## src/rtl/serial_program_loader.sv

```systemverilog
// rtl/serial_program_loader.sv - 8N1 serial receiver that unpacks LEN/data/CSUM packets into programming-port writes
module serial_program_loader #(
   parameter int CLKS_PER_BIT = 16
) (
   input  logic       clock,
   input  logic       reset,
   input  logic       rx_serial,
   output logic [7:0] prog_data_in,
   output logic [4:0] prog_addr,
   output logic       prog_write_enable,
   output logic       start_execution,
   output logic       busy,
   output logic       frame_error,
   output logic       proto_error
);

   localparam int CNT_W = $clog2(CLKS_PER_BIT);
   localparam logic [CNT_W-1:0] BIT_LAST  = CNT_W'(CLKS_PER_BIT - 1);
   localparam logic [CNT_W-1:0] HALF_LAST = CNT_W'(CLKS_PER_BIT / 2 - 1);

   typedef enum logic [2:0] {RX_IDLE, RX_START, RX_DATA, RX_STOP, RX_RECOVER} rx_state_t;
   typedef enum logic [1:0] {P_LEN, P_DATA, P_CSUM} pk_state_t;

   rx_state_t        rx_state, rx_next;
   pk_state_t        pk_state, pk_next;
   logic             rx_meta, rx_s;
   logic [CNT_W-1:0] clk_cnt;
   logic [2:0]       bit_cnt;
   logic [7:0]       rx_byte;
   logic             byte_valid, byte_abort;
   logic             cnt_clr, cnt_inc, sample_data, stop_ok, stop_bad;
   logic [5:0]       len, idx;
   logic [7:0]       sum;
   logic             len_load, len_bad, data_write, csum_ok, csum_bad;

   always_ff @(posedge clock) begin
      if (reset) begin
         rx_meta <= 1'b1;
         rx_s    <= 1'b1;
      end else begin
         rx_meta <= rx_serial;
         rx_s    <= rx_meta;
      end
   end

   always_ff @(posedge clock) begin
      if (reset) begin
         rx_state <= RX_IDLE;
         pk_state <= P_LEN;
      end else begin
         rx_state <= rx_next;
         pk_state <= pk_next;
      end
   end

   // Start bit is sampled at mid-bit, then every full bit period after that.
   always_comb begin
      rx_next     = rx_state;
      cnt_clr     = 1'b0;
      cnt_inc     = 1'b0;
      sample_data = 1'b0;
      stop_ok     = 1'b0;
      stop_bad    = 1'b0;
      case (rx_state)
         RX_IDLE: begin
            if (!rx_s) begin
               rx_next = RX_START;
               cnt_clr = 1'b1;
            end
         end
         RX_START: begin
            if (clk_cnt == HALF_LAST) begin
               cnt_clr = 1'b1;
               rx_next = rx_s ? RX_IDLE : RX_DATA;
            end else begin
               cnt_inc = 1'b1;
            end
         end
         RX_DATA: begin
            if (clk_cnt == BIT_LAST) begin
               cnt_clr     = 1'b1;
               sample_data = 1'b1;
               if (bit_cnt == 3'd7) rx_next = RX_STOP;
            end else begin
               cnt_inc = 1'b1;
            end
         end
         RX_STOP: begin
            if (clk_cnt == BIT_LAST) begin
               cnt_clr = 1'b1;
               if (rx_s) begin
                  stop_ok = 1'b1;
                  rx_next = RX_IDLE;
               end else begin
                  stop_bad = 1'b1;
                  rx_next  = RX_RECOVER;
               end
            end else begin
               cnt_inc = 1'b1;
            end
         end
         RX_RECOVER: begin
            if (rx_s) rx_next = RX_IDLE;
         end
         default: rx_next = RX_IDLE;
      endcase
   end

   always_ff @(posedge clock) begin
      if (reset) begin
         clk_cnt     <= '0;
         bit_cnt     <= 3'd0;
         rx_byte     <= 8'd0;
         byte_valid  <= 1'b0;
         byte_abort  <= 1'b0;
         frame_error <= 1'b0;
      end else begin
         byte_valid <= stop_ok;
         byte_abort <= stop_bad;
         if (cnt_clr)      clk_cnt <= '0;
         else if (cnt_inc) clk_cnt <= clk_cnt + 1'b1;
         if (rx_state == RX_IDLE) bit_cnt <= 3'd0;
         else if (sample_data)    bit_cnt <= bit_cnt + 3'd1;
         if (sample_data) rx_byte <= {rx_s, rx_byte[7:1]};
         if (stop_bad)      frame_error <= 1'b1;
         else if (len_load) frame_error <= 1'b0;
      end
   end

   // rx_byte stays stable through the byte_valid cycle, so the packet layer reads it directly.
   always_comb begin
      pk_next    = pk_state;
      len_load   = 1'b0;
      len_bad    = 1'b0;
      data_write = 1'b0;
      csum_ok    = 1'b0;
      csum_bad   = 1'b0;
      case (pk_state)
         P_LEN: begin
            if (byte_valid) begin
               if (rx_byte != 8'd0 && rx_byte <= 8'd32) begin
                  len_load = 1'b1;
                  pk_next  = P_DATA;
               end else begin
                  len_bad = 1'b1;
               end
            end
         end
         P_DATA: begin
            if (byte_abort) begin
               pk_next = P_LEN;
            end else if (byte_valid) begin
               data_write = 1'b1;
               if (idx + 6'd1 == len) pk_next = P_CSUM;
            end
         end
         P_CSUM: begin
            if (byte_abort) begin
               pk_next = P_LEN;
            end else if (byte_valid) begin
               if (rx_byte == sum) csum_ok  = 1'b1;
               else                csum_bad = 1'b1;
               pk_next = P_LEN;
            end
         end
         default: pk_next = P_LEN;
      endcase
   end

   always_ff @(posedge clock) begin
      if (reset) begin
         prog_data_in      <= 8'd0;
         prog_addr         <= 5'd0;
         prog_write_enable <= 1'b0;
         start_execution   <= 1'b0;
         len               <= 6'd0;
         idx               <= 6'd0;
         sum               <= 8'd0;
         proto_error       <= 1'b0;
      end else begin
         prog_write_enable <= data_write;
         start_execution   <= csum_ok;
         if (len_load) begin
            len <= rx_byte[5:0];
            idx <= 6'd0;
            sum <= 8'd0;
         end
         if (data_write) begin
            prog_data_in <= rx_byte;
            prog_addr    <= idx[4:0];
            sum          <= sum + rx_byte;
            idx          <= idx + 6'd1;
         end
         if (len_bad || csum_bad) proto_error <= 1'b1;
         else if (len_load)       proto_error <= 1'b0;
      end
   end

   assign busy = (rx_state != RX_IDLE) || (pk_state != P_LEN);

endmodule

```

## config.mk

```make
export PLATFORM = sky130hd
export DESIGN_NAME = serial_program_loader
export DESIGN_NICKNAME = d
export VERILOG_FILES = /design/src/rtl/serial_program_loader.sv
export SDC_FILE = /design/constraint.sdc
export NUM_CORES = 1
export LEC_CHECK = 0
export BUFFER_PORTS_ARGS = -buffer_cell sky130_fd_sc_hd__clkbuf_2
export CORE_MARGIN = 2
export CORE_UTILIZATION = 45
export DETAILED_ROUTE_END_ITERATION = 10
export PLACE_DENSITY = 0.68
export REMOVE_ABC_BUFFERS = 1
export SYNTH_ARGS = -nofsm -noshare
export SYNTH_HDL_FRONTEND = slang
export SYNTH_SLANG_ARGS = --single-unit
```

## constraint.sdc

```tcl
create_clock -name clock -period 2.5 [get_ports clock]
set_clock_uncertainty 0.15 [all_clocks]
set_input_delay 0.25 -clock clock [delete_from_list [all_inputs] [get_ports clock]]
set_output_delay 0.25 -clock clock [all_outputs]
set_load 0.05 [all_outputs]
```

==> reports/results.tsv <==
stage	metric	value	unit
run_status	run status	finished clean	
global_routing	maximum number of pins on one net before global-route repair	27	
timing	setup repair after global routing missed its margin	no	
timing	Hold Violations, Final	0	
yosys	Netlist cell types	48	
timing	slew at the pin closest to its max-slew limit	588	ps
timing	tightest slew margin relative to the limit	0.605	
worst_setup_path	Critical Path Start Type	flip-flop	
finish	area growth from synthesis to final layout	12.1	%
clock_network	Clock Path Buffers	2	
drt	wire per inst	13.8	um
placement	cell total after placement	424	
clock_network	H-tree lvl count	3	
floorplanning	full die area	7150	um^2
finish	final-layout fill cell count	643	
global_routing	gr usage total	0.180	
power	power per cell area	559	nW/um^2
placement	dpl hpwl	4180	um
clock_network	number of buffers created by CTS	9	
global_routing	antenna violations before repair	0	
drt	via-per-instance ratio	5.60	
drt	number of DRC markers after the initial detailed-route iteration	126	
clock_network	CTS clock-pin slew for the worst setup and hold paths	60	ps
worst_setup_path	arrival time worst endpoint	2360	ps
global_routing	remaining global-route overflow	0	
timing	setup violators final	0	
placement	Routability Congestion	0.864	
yosys	basic-gate share of the synthesized area counting and, or, nand and nor cells	0.230	
yosys	XOR/XNOR share of the synthesized area	0.0510	
drt	via count	2470	
placement	post-placement worst setup slack	161	ps
yosys	YS warnings	0	
placement	IO Port Bufs	20	
power	leak pwr	1.24	nW
timing	setup ws final	246	ps
floorplanning	die extent in y	84.5	um
yosys	Post-synth EDFFs	0	
finish	antenna diode count	0	
yosys	synthesized cell area	2920	um^2
yosys	share of Yosys cell area claimed by the top area cell type	0.418	
finish	non-filler cells, final	441	
flow_run	MaxCap Viol Count	0	
floorplanning	Rows	29	
drt	drc violations	0	
timing	min cycle time layout	2250	ps
yosys	Syn Inst Count	344	
timing	Slew Viols, Final	0	
power	worst-case vdd ir drop	404	uV
yosys	share of cell area taken by muxes after synthesis	0.0377	
yosys	dominant synthesized flop cell	sky130_fd_sc_hd__dfxtp_1	
drt	router iterations before antenna repair	4	
floorplanning	Initial Util	0.462	
global_routing	vias in the first global route	2257	
worst_setup_path	classification of the worst setup path	flip-flop to flip-flop	
drt	total length of routed wires	6090	um
min_path	min-delay worst type	primary input to flip-flop	
worst_setup_path	nature of the critical path endpoint	flip-flop	
yosys	biggest area contributors in the synthesized netlist	sky130_fd_sc_hd__dfxtp_1 (42%), sky130_fd_sc_hd__nand2_1 (6.3%), sky130_fd_sc_hd__a21oi_1 (5.1%)	
worst_setup_path	peak fanout along the critical path	7	
drt	final antenna-violating net count	0	
clock_network	post-CTS setup buffer count	0	
yosys	Commonest cells post-synth	sky130_fd_sc_hd__dfxtp_1 (61), sky130_fd_sc_hd__nand2_1 (49), sky130_fd_sc_hd__nor2_1 (40)	
floorplanning	CORE AREA	6310	um^2
yosys	largest area contributor in the synthesized netlist	sky130_fd_sc_hd__dfxtp_1	
timing	timing-limited maximum frequency	444	MHz
floorplanning	boundary pin count	21	
yosys	Post-synth ARST share	0	
yosys	average cell area after synthesis	8.49	um^2
finish	Final Core Density	0.518	
timing	post-route clock period utilization	0.902	
global_routing	wire length of the first global-routing pass	10500	um
yosys	top-count cell post-synth	sky130_fd_sc_hd__dfxtp_1	
yosys	fraction of the yosys area taken by sequential cells	0.418	
clock_network	TritonCTS clock tree	yes	
worst_setup_path	required time of the worst setup path	2610	ps
yosys	combinational family with the most area after synthesis	simple AND/OR/NAND/NOR gates	
clock_network	Sink Count	61	
yosys	adder and majority cell fraction of the synthesized area	0.0540	
finish	# nets final	374	
floorplanning	Die W	84.5	um
yosys	number of flip-flops and latches in the synthesized netlist	61	
clock_network	clock root cell	sky130_fd_sc_hd__clkbuf_8	
clock_network	clock insertion delay at the later pin of the skew report	340	ps
finish	fraction of layout instances using a drive strength above 1	0.140	
yosys	fraction of the mapped netlist area in compound gates	0.172	
-- per-stage QoR --
stage          instance area (um^2)  power [mW]  hold WS, ps  TNS (ps)
5_1_grt                        3270        1.90          155         0
4_1_cts                        3270        1.85          117         0
3_3_place_gp                   3080        1.06          241         0
3_5_place_dp                   3080        1.06          243         0
6_report                       3270        1.83          130         0
2_1_floorplan                  2820        1.03          169    -18640
-- power by group --
part	leakage [nW]	internal (mW)	switching, mW
clock network	0.0921	0.409	0.379
registers	0.492	0.977	0.00873
logic	0.661	0.0202	0.0363
-- kinds of logic (layout without fill, tap and decap cells) --
kind of cell    count (synthesis)  in the layout
mux                            11             11
fa+ha+maj                      12             12
flops                          61             61
buf+inv                        25             45
xor+xnor                       17             17
simple gates                  139            139
compound gates                 79             79
-- worst max-delay path, cell delays in order (launching register included) --
cell and delay (ps):
sky130_fd_sc_hd__dfxtp_1 460, sky130_fd_sc_hd__ha_1 300, sky130_fd_sc_hd__a21o_1 180, sky130_fd_sc_hd__a2111oi_1 480, sky130_fd_sc_hd__o21ai_0 190, sky130_fd_sc_hd__a311o_1 290, sky130_fd_sc_hd__a31oi_1 140
-- flip-flops by register name, summed over array words and instances, names as in the netlist --
name / flops
prog_data_in: 8
rx_byte: 8
sum: 8
idx: 6
len: 6
prog_addr: 5
clk_cnt: 4
bit_cnt: 3
rx_state: 3
pk_state: 2
byte_abort: 1
byte_valid: 1
frame_error: 1
prog_write_enable: 1
proto_error: 1
rx_meta: 1
rx_s: 1
start_execution: 1
-- layout by cell type (no fill, tap or decap), types with 2 or more instances in the layout --
master / netlist / layout
sky130_fd_sc_hd__dfxtp_1: 61 / 61
sky130_fd_sc_hd__nand2_1: 49 / 49
sky130_fd_sc_hd__nor2_1: 40 / 40
sky130_fd_sc_hd__a21oi_1: 30 / 30
sky130_fd_sc_hd__clkbuf_2: 1 / 20
sky130_fd_sc_hd__nor3_1: 14 / 14
sky130_fd_sc_hd__o21ai_0: 13 / 13
sky130_fd_sc_hd__mux2i_1: 11 / 11
sky130_fd_sc_hd__ha_1: 11 / 11
sky130_fd_sc_hd__clkbuf_8: 0 / 11
sky130_fd_sc_hd__xnor2_1: 9 / 9
sky130_fd_sc_hd__xor2_1: 8 / 8
sky130_fd_sc_hd__nand3_1: 8 / 8
sky130_fd_sc_hd__nor3b_1: 6 / 6
sky130_fd_sc_hd__a211oi_1: 6 / 6
sky130_fd_sc_hd__buf_4: 0 / 6
sky130_fd_sc_hd__nand4b_1: 5 / 5
sky130_fd_sc_hd__a22oi_1: 5 / 5
sky130_fd_sc_hd__o21a_1: 3 / 3
sky130_fd_sc_hd__a311oi_1: 3 / 3
sky130_fd_sc_hd__o21bai_1: 3 / 3
sky130_fd_sc_hd__a21o_1: 3 / 3
sky130_fd_sc_hd__clkinv_2: 0 / 3
sky130_fd_sc_hd__inv_1: 2 / 2
sky130_fd_sc_hd__or4_1: 2 / 2
sky130_fd_sc_hd__a31oi_1: 2 / 2
sky130_fd_sc_hd__or2_2: 2 / 2
sky130_fd_sc_hd__o22ai_1: 2 / 2
sky130_fd_sc_hd__nand4_1: 2 / 2
sky130_fd_sc_hd__nor4_1: 3 / 2
-- path summary, 6_finish.rpt --
check / slack [ps] / cells past startpoint / end / start
setup / recovery: 250 / 6 / sum[7] / rx_byte[1]
hold / removal: 130 / 2 / len[3] / reset
setup reg to reg: 250 / 6 / sum[7] / rx_byte[1]
hold reg to reg: 260 / 1 / rx_s / rx_meta
-- layout make-up --
class,instances,area [um^2],share of cell area
clock inverters,4,22.5,0.00688
clock buffers,12,155,0.0474
inverters,2,7.51,0.00229
multi-input cells,258,1610,0.493
well taps,77,96.3,0.0294
repair buffers,27,155,0.0474
flip-flops and latches,61,1220,0.373
-- per-layer routing --
layer  global-route usage  vias up  wire, um
met5                    0        -         0
met2                0.292       41      2800
met4               0.0635        0        90
met1                0.232     1163      2990
met3               0.0452       12       206
li1                     -     1254         -
-- timing repair --
action / CTS / global route
gates resized for setup: 0 / 1
hold endpoints to repair: 1 / 0
hold buffers: 1 / 0
setup endpoints to repair: 0 / 1
Power figures use the tool's default switching activity.
